[config.mk]
export PLATFORM = sky130hd
export DESIGN_NAME = order_dispatch_flat
export DESIGN_NICKNAME = d
export VERILOG_FILES = /design/src/rtl/order_dispatch_if.sv /design/src/rtl/order_dispatch.sv /design/src/flat_wrapper.sv
export SDC_FILE = /design/constraint.sdc
export NUM_CORES = 1
export LEC_CHECK = 0
export BUFFER_PORTS_ARGS = -buffer_cell sky130_fd_sc_hd__buf_4
export CAP_MARGIN = 30
export CORE_MARGIN = 3
export CORE_UTILIZATION = 56
export CTS_CLUSTER_SIZE = 24
export DETAILED_ROUTE_END_ITERATION = 6
export PLACE_DENSITY_LB_ADDON = 0.08
export SLEW_MARGIN = 20
export SYNTH_ARGS = -nofsm -noshare
export SYNTH_HDL_FRONTEND = slang
export SYNTH_SLANG_ARGS = --single-unit
[constraint.sdc]
create_clock -name clk -period 2.6 [get_ports clk]
set_input_delay 0 -clock clk [delete_from_list [all_inputs] [get_ports clk]]
set_output_delay 0 -clock clk [all_outputs]
set_load 0.02 [all_outputs]
[src/rtl/order_dispatch_if.sv]
`default_nettype none
// ============================================================================
// Module   : order_dispatch_if
// Brief    : Menu selections in, dispense drives and status pulses out.
// Revision : 1.0
// ============================================================================
interface order_dispatch_if;
  logic [3:0] food;
  logic       food_act;
  logic [3:0] drink;
  logic       drink_act;
  logic [3:0] pay;
  logic       pay_act;
  logic       cancel;
  logic       busy;
  logic [5:0] total;
  logic [1:0] method;
  logic [3:0] serve_food;
  logic [3:0] serve_drink;
  logic       done;
  logic       abort;
  logic       err;

  modport slave (
    input  food, food_act, drink, drink_act, pay, pay_act, cancel,
    output busy, total, method, serve_food, serve_drink, done, abort, err
  );

  modport master (
    output food, food_act, drink, drink_act, pay, pay_act, cancel,
    input  busy, total, method, serve_food, serve_drink, done, abort, err
  );
endinterface
`default_nettype wire

[src/rtl/order_dispatch.sv]
`default_nettype none
// ============================================================================
// Module   : order_dispatch
// Brief    : Food/drink order FSM: select, price, pay, then timed dispense.
// Revision : 1.0
// ============================================================================
module order_dispatch #(
  parameter int DISP_CYCLES = 8
) (
  input  wire logic       clk,
  input  wire logic       reset,
  order_dispatch_if.slave bus
);

  typedef enum logic [2:0] {
    IDLE        = 3'd0,
    WAIT_DRINK  = 3'd1,
    WAIT_PAY    = 3'd2,
    SERVE_FOOD  = 3'd3,
    SERVE_DRINK = 3'd4,
    DONE        = 3'd5
  } state_t;

  localparam logic [7:0] c_cnt_load = 8'(DISP_CYCLES - 1);

  function automatic logic [5:0] food_price(input logic [3:0] sel);
    case (sel)
      4'b0001: food_price = 6'd5;
      4'b0010: food_price = 6'd7;
      4'b0100: food_price = 6'd9;
      4'b1000: food_price = 6'd12;
      default: food_price = 6'd0;
    endcase
  endfunction

  function automatic logic [5:0] drink_price(input logic [3:0] sel);
    case (sel)
      4'b0001: drink_price = 6'd2;
      4'b0010: drink_price = 6'd3;
      4'b0100: drink_price = 6'd4;
      4'b1000: drink_price = 6'd6;
      default: drink_price = 6'd0;
    endcase
  endfunction

  state_t     r_state;
  state_t     w_next;
  logic       r_food_d, r_drink_d, r_pay_d, r_primed;
  logic [3:0] r_food, r_drink;
  logic [5:0] r_total;
  logic [1:0] r_method;
  logic [7:0] r_cnt;
  logic       r_err, r_abort;

  logic w_food_edge, w_drink_edge, w_pay_edge;
  logic w_latch_food, w_latch_drink, w_latch_pay, w_clear, w_load_cnt, w_err, w_abort;
  logic [1:0] w_method;

  // r_primed masks the first cycle after reset so a level held high across release is not an edge
  assign w_food_edge  = r_primed & bus.food_act  & ~r_food_d;
  assign w_drink_edge = r_primed & bus.drink_act & ~r_drink_d;
  assign w_pay_edge   = r_primed & bus.pay_act   & ~r_pay_d;

  assign w_method = bus.pay[2] ? 2'd2 : (bus.pay[1] ? 2'd1 : 2'd0);

  always_comb begin
    w_next        = r_state;
    w_latch_food  = 1'b0;
    w_latch_drink = 1'b0;
    w_latch_pay   = 1'b0;
    w_clear       = 1'b0;
    w_load_cnt    = 1'b0;
    w_err         = 1'b0;
    w_abort       = 1'b0;
    case (r_state)
      IDLE: begin
        if (w_food_edge) begin
          if ($onehot(bus.food)) begin
            w_latch_food = 1'b1;
            w_next       = WAIT_DRINK;
          end else begin
            w_err = 1'b1;
          end
        end
      end
      WAIT_DRINK: begin
        if (bus.cancel) begin
          w_abort = 1'b1;
          w_clear = 1'b1;
          w_next  = IDLE;
        end else if (w_drink_edge) begin
          if ($onehot(bus.drink)) begin
            w_latch_drink = 1'b1;
            w_next        = WAIT_PAY;
          end else begin
            w_err = 1'b1;
          end
        end
      end
      WAIT_PAY: begin
        if (bus.cancel) begin
          w_abort = 1'b1;
          w_clear = 1'b1;
          w_next  = IDLE;
        end else if (w_pay_edge) begin
          if (bus.pay == 4'b1000) begin
            w_abort = 1'b1;
            w_clear = 1'b1;
            w_next  = IDLE;
          end else if ($onehot(bus.pay)) begin
            w_latch_pay = 1'b1;
            w_load_cnt  = 1'b1;
            w_next      = SERVE_FOOD;
          end else begin
            w_err = 1'b1;
          end
        end
      end
      SERVE_FOOD: begin
        if (r_cnt == 8'd0) begin
          w_load_cnt = 1'b1;
          w_next     = SERVE_DRINK;
        end
      end
      SERVE_DRINK: begin
        if (r_cnt == 8'd0) w_next = DONE;
      end
      DONE: begin
        w_clear = 1'b1;
        w_next  = IDLE;
      end
      default: w_next = IDLE;
    endcase
  end

  always_ff @(posedge clk or posedge reset) begin
    if (reset) begin
      r_state   <= IDLE;
      r_food_d  <= 1'b0;
      r_drink_d <= 1'b0;
      r_pay_d   <= 1'b0;
      r_primed  <= 1'b0;
      r_food    <= 4'd0;
      r_drink   <= 4'd0;
      r_total   <= 6'd0;
      r_method  <= 2'd0;
      r_cnt     <= 8'd0;
      r_err     <= 1'b0;
      r_abort   <= 1'b0;
    end else begin
      r_state   <= w_next;
      r_food_d  <= bus.food_act;
      r_drink_d <= bus.drink_act;
      r_pay_d   <= bus.pay_act;
      r_primed  <= 1'b1;
      r_err     <= w_err;
      r_abort   <= w_abort;
      if (w_clear) begin
        r_food   <= 4'd0;
        r_drink  <= 4'd0;
        r_total  <= 6'd0;
        r_method <= 2'd0;
      end else begin
        if (w_latch_food) r_food <= bus.food;
        if (w_latch_drink) begin
          r_drink <= bus.drink;
          r_total <= food_price(r_food) + drink_price(bus.drink);
        end
        if (w_latch_pay) r_method <= w_method;
      end
      if (w_load_cnt)
        r_cnt <= c_cnt_load;
      else if ((r_state == SERVE_FOOD || r_state == SERVE_DRINK) && r_cnt != 8'd0)
        r_cnt <= r_cnt - 8'd1;
    end
  end

  assign bus.busy        = (r_state != IDLE);
  assign bus.total       = r_total;
  assign bus.method      = r_method;
  assign bus.serve_food  = (r_state == SERVE_FOOD)  ? r_food  : 4'd0;
  assign bus.serve_drink = (r_state == SERVE_DRINK) ? r_drink : 4'd0;
  assign bus.done        = (r_state == DONE);
  assign bus.abort       = r_abort;
  assign bus.err         = r_err;

endmodule
`default_nettype wire

[src/flat_wrapper.sv]
// flat-port wrapper written by rule: the top's interface ports become plain ports
module order_dispatch_flat 
#(
  parameter int DISP_CYCLES = 8
)
  (clk, reset, bus_food, bus_food_act, bus_drink, bus_drink_act, bus_pay, bus_pay_act, bus_cancel, bus_busy, bus_total, bus_method, bus_serve_food, bus_serve_drink, bus_done, bus_abort, bus_err);
  order_dispatch_if bus_i ();
  input  wire logic clk;
  input  wire logic reset;
  input wire logic [$bits(bus_i.food)-1:0] bus_food;
  input wire logic [$bits(bus_i.food_act)-1:0] bus_food_act;
  input wire logic [$bits(bus_i.drink)-1:0] bus_drink;
  input wire logic [$bits(bus_i.drink_act)-1:0] bus_drink_act;
  input wire logic [$bits(bus_i.pay)-1:0] bus_pay;
  input wire logic [$bits(bus_i.pay_act)-1:0] bus_pay_act;
  input wire logic [$bits(bus_i.cancel)-1:0] bus_cancel;
  output wire logic [$bits(bus_i.busy)-1:0] bus_busy;
  output wire logic [$bits(bus_i.total)-1:0] bus_total;
  output wire logic [$bits(bus_i.method)-1:0] bus_method;
  output wire logic [$bits(bus_i.serve_food)-1:0] bus_serve_food;
  output wire logic [$bits(bus_i.serve_drink)-1:0] bus_serve_drink;
  output wire logic [$bits(bus_i.done)-1:0] bus_done;
  output wire logic [$bits(bus_i.abort)-1:0] bus_abort;
  output wire logic [$bits(bus_i.err)-1:0] bus_err;
  assign bus_i.food = bus_food;
  assign bus_i.food_act = bus_food_act;
  assign bus_i.drink = bus_drink;
  assign bus_i.drink_act = bus_drink_act;
  assign bus_i.pay = bus_pay;
  assign bus_i.pay_act = bus_pay_act;
  assign bus_i.cancel = bus_cancel;
  assign bus_busy = bus_i.busy;
  assign bus_total = bus_i.total;
  assign bus_method = bus_i.method;
  assign bus_serve_food = bus_i.serve_food;
  assign bus_serve_drink = bus_i.serve_drink;
  assign bus_done = bus_i.done;
  assign bus_abort = bus_i.abort;
  assign bus_err = bus_i.err;
  order_dispatch #(.DISP_CYCLES(DISP_CYCLES)) u_core (.clk(clk), .reset(reset), .bus(bus_i));
endmodule
# Word level (Yosys, flattened, before mapping)
# Cells that the tools add are included.
# Widths: inputs -> output; s select.
# word_totals
reg_bits	33
elab_cells	130
# op_classes
n_addsub	11
eq_ne	25
mux	62
bitwise_logic	9
reduce_logical	11
# op_table
operator	n
$mux 6	6
$mux 3	11
$mux 1	27
$mux 4	6
$mux 8	2
$pmux 4 s4	1
$pmux 3 s5	1
$add 1x1->2	6
$eq 3x1->1 const B	4
$eq 4x4->1 const B	3
$pmux 3 s4	1
$add 3x3->3	3
$ne 3x2->1 const B	3
$eq 4x1->1 const B	2
$eq 4x2->1 const B	2
$eq 4x3->1 const B	2
$logic_not 8->1	1
$ne 2x1->1 const B	4
$reduce_and 8->1	1
$reduce_bool 2->1	4
$reduce_bool 8->1	1
$sub 8x1->8 const B	1
$add 6x6->6	1
$and 1x1->1	6
other kinds (11)	19

# Depth between registers and ports, before layout
# Gate-level depths: netlist (run 1).
# depth
ltp_word	12
mapped_depth	12

# Least setup slack after synthesis (run 1)
# Ideal clock, no wire load.
# synth_path
path_kind	flip-flop to flip-flop
start	register u_core.r_food[0]
end	register u_core.r_total[3] (netlist: u_core.bus.total[3])
setup_ps	72
t_arrival_ps	2092
setup_slack_ps	437
stages_incl_launch_ff	10
path_buffers	1
period_less_slack_ps	2163
cell_sequence	dfrtp_1 -> clkbuf_1 -> or4b_2 -> inv_1 -> ha_1 -> a21o_1 -> a21oi_1 -> xor2_1 -> mux2i_1 -> nor2_1
# synth_between
elab_chain_len	7
# synth_rtl
item	line	text
from (decl)	order_dispatch.sv:49	logic [3:0] r_food, r_drink;
from (signal assigned)	order_dispatch.sv:164	if (w_latch_food) r_food <= bus.food;
$eq 4x4->1 (tied with other cells)	order_dispatch.sv:27	case (sel)
$pmux 4 s4 (*)	order_dispatch.sv:27	
$mux 6 (*)	order_dispatch.sv:165	if (w_latch_drink) begin
$mux 6 (*)	order_dispatch.sv:158	if (w_clear) begin
$add 6x6->6 (*)	order_dispatch.sv:167	r_total <= food_price(r_food) + drink_price(bus.drink);
$mux 6 (*)	order_dispatch.sv:165	
$mux 6 (*)	order_dispatch.sv:158	
to (signal assigned)	order_dispatch.sv:167	
to (decl)	order_dispatch.sv:50	logic [5:0] r_total;
# Every way passes the cells marked *; elsewhere a longest branch is shown, timed or not. The select of a mux whose other input is x is not followed.
# A chain may end at the register's enable or synchronous reset.

# Final worst setup path (run 1)
# layout_path
start	input port bus_food[1]
end	register u_core.r_state[0]
# layout_between
elab_chain_len	5
# layout_rtl
item	line	text
from (decl)	flat_wrapper.sv:10	input wire logic [$bits(bus_i.food)-1:0] bus_food;
$add 1x1->2 (not written as such)	order_dispatch.sv:78	if ($onehot(bus.food)) begin
$add 3x3->3 (not written as such)	order_dispatch.sv:78	
$eq 3x1->1	order_dispatch.sv:78	
$ne 2x1->1 (no line)	-	
$reduce_and 8->1 (no line)	-	
to (signal assigned)	order_dispatch.sv:151	r_state <= w_next;
to (decl)	order_dispatch.sv:46	state_t r_state;
# No other way between the ends.

==> metrics.cfg, run 1 <==
[final_layout]
ff_latch_area_um2=801
multi_input_area_um2=1300
area_delta_synth_final_pct=22.0
diodes=0
fin_nets=317
fillCellCount=295
drive_gt1_share_pct=21.5
final_util_pct=72.3

[critical_path]
r2r_cells=8
cp.required_ns=2.77
slowest_delay_ns=0.54
cp_cell_sequence=dlygate4sd3_1 > buf_4 > ha_1 > ha_1 > fa_1 > nor3b_2 > a41oi_1 > nor4_4 > o221ai_2 > o21a_1
cpMostUsedCell=ha_1
path_delay_family=adder cells
cp_data_arrival_time_ns=2.64
cp-end-kind=register
worstSetupPathType=in -> reg
cp.buffers_inverters=2
critical_path.max_fanout=4
slowest_stage=dlygate4sd3_1
crit_cells=10
critPathLaunchType=input port

[clock_network]
clkTransAtPathRegs_ns=0.07
cts_tree=built
htree_levels=2
cts.sinks=32
clk_path_buf_depth=2
cts_root_buf=clkbuf_8
worstSkewPairLatency_ns=0.28
post-cts-setup-buffer-count=0
cts_buffers=5

[yosys]
ys_async_sr_fraction_pct=100
synth_seq_cells=32
syn_area_per_cell_um2=9.71
syn_nets=270
synthFlopType=dfrtp_1
synth_cell_types=50
syn-cell-area_um2=2200
synth_cells=227
synth_edf_count=0
yosysWarnings=0
synth_seq_area_share_pct=36.3

[drt]
dr.pass1.iters=4
num_vias=1701
wl_met2_um=2030
post-route-drc-count=0
wl_per_cell_um=13.5
routed_wl_um=4360
wl_met3_um=221
maxUsedRoutingLayer=met4
dr.first_iter.drc_count=92
vias_per_cell=5.28
drtAntennaViolNets=0
drt-met1-wl_um=2090

[min_path]
holdPathStages=3
hp-class=in -> reg

[timing]
max_slew_margin_pct=59.0
fin_crit_ns=2.47
finalSetupTns_ns=0
setup_slack_ns=0.132
hold_viol=0
max_freq_mhz=405
period_share_pct=94.9
fin_worst_skew_ns=0.00873
worst_pin_slew_ns=0.609
slew_viol_final=0
setup_viol=0

[run]
max_cap_viol_count=0

[place]
place.gp.congestion=0.775
dp_hpwl_um=3190
numPortBuffers=36
place_ws_ns=0.228

[global_route]
gr-total-overflow=0
grt_pass1_vias=1551
grt_pass1_wl_um=7130
grt_use_total_pct=21.0
grt_max_degree=33
antenna_found_initial=0

[power_and_ir_drop]
p_per_area_nw_per_um2=649
total_leakage_power_uw=0.00139
total_power_uw=1740
vdd_drop_max_v=0.000443

[floorplanning]
die-area_um2=4720
io_pins=38
initial_utilization_pct=59.3
die_w_um=68.7
core_area_um2=3720
die_y_um=68.7
num_rows=22

[run_status]
status=completed

-- sequential cells by signal, indices dropped and copies added (netlist names), 2 cells and up --
| name | flops |
|---|---|
| u_core.r_cnt | 8 |
| u_core.bus.total | 5 |
| u_core.r_food | 4 |
| u_core.r_state | 3 |
| u_core.r_drink | 4 |
| u_core.bus.method | 2 |
-- layer usage --
metal | GRT usage (%) | up-vias
li1 | - | 864
met5 | 0 | -
met3 | 6.32 | 2
met2 | 32.5 | 34
met1 | 28.7 | 801
met4 | 5.84 | 0
-- logic make-up after synthesis --
kind of cell	share of synthesized area, %
buffers and inverters	4.94
adder cells (fa/ha/maj)	15.6
XOR/XNOR	4.37
AO/OA/AOI/OAI	10.3
other	0.341
multiplexers	3.63
flip-flops	36.3
AND/OR/NAND/NOR	24.5
-- worst register-to-register path, stage by stage (launching register included) --
cell and delay, ns:
dfrtp_1 0.45, or4b_2 0.72, inv_1 0.09, ha_1 0.23, a21o_1 0.16, a21oi_1 0.16
xor2_1 0.16, mux2i_1 0.08, nor2_1 0.08
-- final timing paths --
check | startpoint | endpoint | slack [ns]
worst max-delay path | bus_food[1] | u_core.r_state[0] | 0.13
worst min register to register | u_core.r_drink[3] | u_core.r_drink[3] | 0.50
worst max register to register | u_core.r_food[3] | u_core.bus.total[3] | 0.41
worst min-delay path | bus_cancel | u_core.bus.abort | 0.04
max in group asynchronous | reset | u_core.r_cnt[0] | 1.93
min in group asynchronous | reset | u_core.r_food[2] | 0.38
-- cell usage after synthesis, types with 2 or more instances --
cell	n	area [um^2]
a21oi_1	12	60.1
a31oi_1	2	12.5
and2_1	7	43.8
and3_1	4	25.0
and3b_1	2	17.5
buf_2	3	15.0
clkbuf_1	4	15.0
conb_1	2	7.51
dfrtp_1	32	801
fa_1	4	80.1
ha_1	21	263
inv_1	16	60.1
mux2i_1	8	80.1
nand2_1	14	52.6
nand2b_1	2	12.5
nand3_1	2	10.0
nand3b_1	2	15.0
nor2_1	32	120
nor2b_1	2	12.5
nor3_1	2	10.0
nor3_4	2	32.5
nor3b_1	3	22.5
o21a_1	3	22.5
o21ai_0	9	45.0
o31ai_1	2	15.0
or3_1	2	12.5
xnor2_1	2	17.5
xor2_1	9	78.8
-- power by group --
part           leakage, uW  internal [uW]  switching [uW]
clock network    0.0000410            182             172
registers         0.000401            586             154
logic             0.000949            298             353
total              0.00139           1070             678
-- what timing repair did --
action,4_1_cts,5_1_grt
hold buffers,9,0
endpoints found under the setup margin,0,2
gates resized for setup,0,1
endpoints found under the hold margin,40,0
-- area by class of cell --
cell class	instances	area share, %
timing repair buffer	49	14.5
tap	48	2.23
inverter	16	2.23
sequential	32	29.8
clock inverter	1	0.186
multi-input combinational	170	48.3
clock buffer	6	2.70
-- metrics by stage --
step	instance area [um^2]	std cells	hold WS, ns
after floorplan	2200	227	0.0314
after global placement	2510	306	0.116
after detailed placement	2510	306	0.117
after CTS	2680	322	0.0354
after global routing	2690	322	0.0618
final	2690	322	0.0372
-- layout by cell type, fill, tap and decap left out, types with 3 or more instances in the layout --
cell	count
nor2_1	32
buf_4	40
ha_1	21
o21a_1	3
nand2_1	14
a21oi_1	12
and2_1	7
mux2i_1	8
clkbuf_8	5
o21ai_0	9
dfrtp_1	32
xor2_1	9
and3_1	4
fa_1	4
inv_1	16
dlygate4sd3_1	9
No activity file was read; power rests on OpenSTA's default activity.
==> inputs of run 2 (changes only) <==
CORE_UTILIZATION = 51   (was 56)
CTS_BUF_LIST = sky130_fd_sc_hd__clkbuf_16   (was unset)
clock period = 2.1 ns   (was 2.6 ns; I/O delays follow)
==> metrics.cfg, run 2 (synthesis gave the netlist of run 1 again) <==
[run_status]
status=completed

[clock_network]
worstSkewPairLatency_ns=0.28
clkTransAtPathRegs_ns=0.05
cts_buffers=5
cts_tree=built
clk_path_buf_depth=2
cts.sinks=32
cts_root_buf=clkbuf_16
htree_levels=2

[global_route]
grtUsageMet3_pct=3.51
grt_pass1_vias=1790
grt.met1_usage_pct=23.5
gr-total-overflow=0
grt_pass1_wl_um=7970
antenna_found_initial=0
grt_use_total_pct=19.6
grt_busiest_layer=met2
grt_max_degree=33
met2_usage_pct=34.7

[place]
dp.cells=327
numPortBuffers=36
place_ws_ns=-0.153
place.gp.congestion=0.815
dp_hpwl_um=3390

[final_layout]
drive_gt1_share_pct=28.3
fillCellCount=321
final_common_cell=buf_4
regMostFlops=u_core.r_cnt
fin_nets=335
diodes=0
area_delta_synth_final_pct=31.1
fin_cells=343
layout_common_cells=buf_4, nor2_1, dfrtp_1, ha_1, inv_1
largest_reg_flops=8

[timing]
rsz0062_at_grt=no
max_freq_mhz=499
finalSetupTns_ns=0
fin_worst_skew_ns=0.00567
period_share_pct=95.3
hold_viol=0
setup_slack_ns=0.0979
setup_viol=0
hold_ws_ns=0.00411
fin_crit_ns=2.00
slew_viol_final=0

[critical_path]
slowest_delay_ns=0.42
slowest_stage=dfrtp_1
critical_path.max_fanout=7
critPathLaunchType=register
cp_cell_sequence=inv_1 > ha_1 > nor4b_4 > a22oi_2 > nor4_4 > o221ai_2 > o21a_1
cp.required_ns=2.26
cp-end-kind=register
worstSetupPathType=reg -> reg
path_delay_family=simple AND/OR/NAND/NOR gates
cp_data_arrival_time_ns=2.17
cp.buffers_inverters=1

[drt]
num_vias=1791
routed_wl_um=4580
wl_per_cell_um=13.4
dr.first_iter.drc_count=60
post-route-drc-count=0
drtAntennaViolNets=0
dr.pass1.iters=4
vias_per_cell=5.22

[floorplanning]
io_pins=38
die_y_um=71.7
initial_utilization_pct=53.9
num_rows=23
die-area_um2=5150
core_area_um2=4090
die_w_um=71.7

[power_and_ir_drop]
p_sw_share_pct=35.6
p_clk_share_pct=26.8
p_per_area_nw_per_um2=867
power.switching_uw=892
seqPwrFrac_pct=35.7
intPower_uw=1610
total_power_uw=2500
combPwrFrac_pct=37.6
vdd_drop_max_v=0.000649
total_leakage_power_uw=0.00151

[run]
max_cap_viol_count=0

[min_path]
hp-class=in -> reg

==> run 2: cell types whose count changed in the layout (fill, tap and decap cells not counted), moves of 2 or more <==
cell,previous run,this run
dlygate4sd3_1,9,6
dfrtp_1,32,29
clkbuf_8,5,0
dfrtp_2,0,3
buf_4,40,61
clkbuf_16,0,5
inv_1,16,18
==> run 2: metrics by stage <==
step           instance area [um^2]  util, %
2_1_floorplan                  2210        -
3_3_place_gp                   2660     65.2
3_5_place_dp                   2660     65.2
4_1_cts                        2860     70.0
5_1_grt                        2890     70.7
6_report                       2890     70.7
==> run 2: final cells by class <==
| cell class | instances | area (um^2) | share of cell area, % |
|---|---|---|---|
| repair buffers | 67 | 518 | 17.9 |
| flip-flops and latches | 32 | 805 | 27.8 |
| clock buffers | 5 | 125 | 4.33 |
| inverters | 16 | 60.1 | 2.08 |
| multi-input cells | 170 | 1310 | 45.3 |
| clock inverters | 3 | 11.3 | 0.390 |
| well taps | 50 | 62.6 | 2.17 |
==> run 2: repair_timing <==
item | in CTS | in global routing
endpoints found under the hold margin | 37 | 0
setup buffers | 0 | 2
hold buffers | 6 | 0
endpoints found under the setup margin | 0 | 5
gates resized for setup | 0 | 5
==> run 2: final timing paths <==
kind	startpoint	end	cells past startpoint	slack [ns]
worst max-delay path	u_core.r_cnt[0]	u_core.r_state[0]	7	0.1
worst min-delay path	bus_pay[2]	u_core.bus.method[1]	3	0.004
worst max register to register	u_core.r_cnt[0]	u_core.r_state[0]	7	0.1
worst min register to register	u_core.r_drink[0]	u_core.r_drink[0]	2	0.51
max in group asynchronous	reset	u_core.r_state[2]	4	1.40
min in group asynchronous	reset	u_core.r_cnt[5]	4	0.38
==> run 2: per-layer routing <==
| metal | up-vias | wire length (um) |
|---|---|---|
| met5 | - | 0 |
| met4 | 0 | 68 |
| met3 | 6 | 159 |
| met2 | 23 | 2380 |
| met1 | 859 | 1970 |
| li1 | 903 | - |
==> run 2: power groups by stage <==
stage                     Combinational, uW  Clock (uW)  Sequential, uW
after floorplan                         643           0             861
after global placement                  882           0             895
after detailed placement                901           0             898
after CTS                               918         686             889
after global routing                   1050         705             914
final                                   941         670             893
==> run 2: tightest hold or removal path: cells and delay by family <==
kind	cells	cell delay, ns
and+or+nand+nor	1	0.08
buffers and inverters	1	0.10
muxes	1	0.06
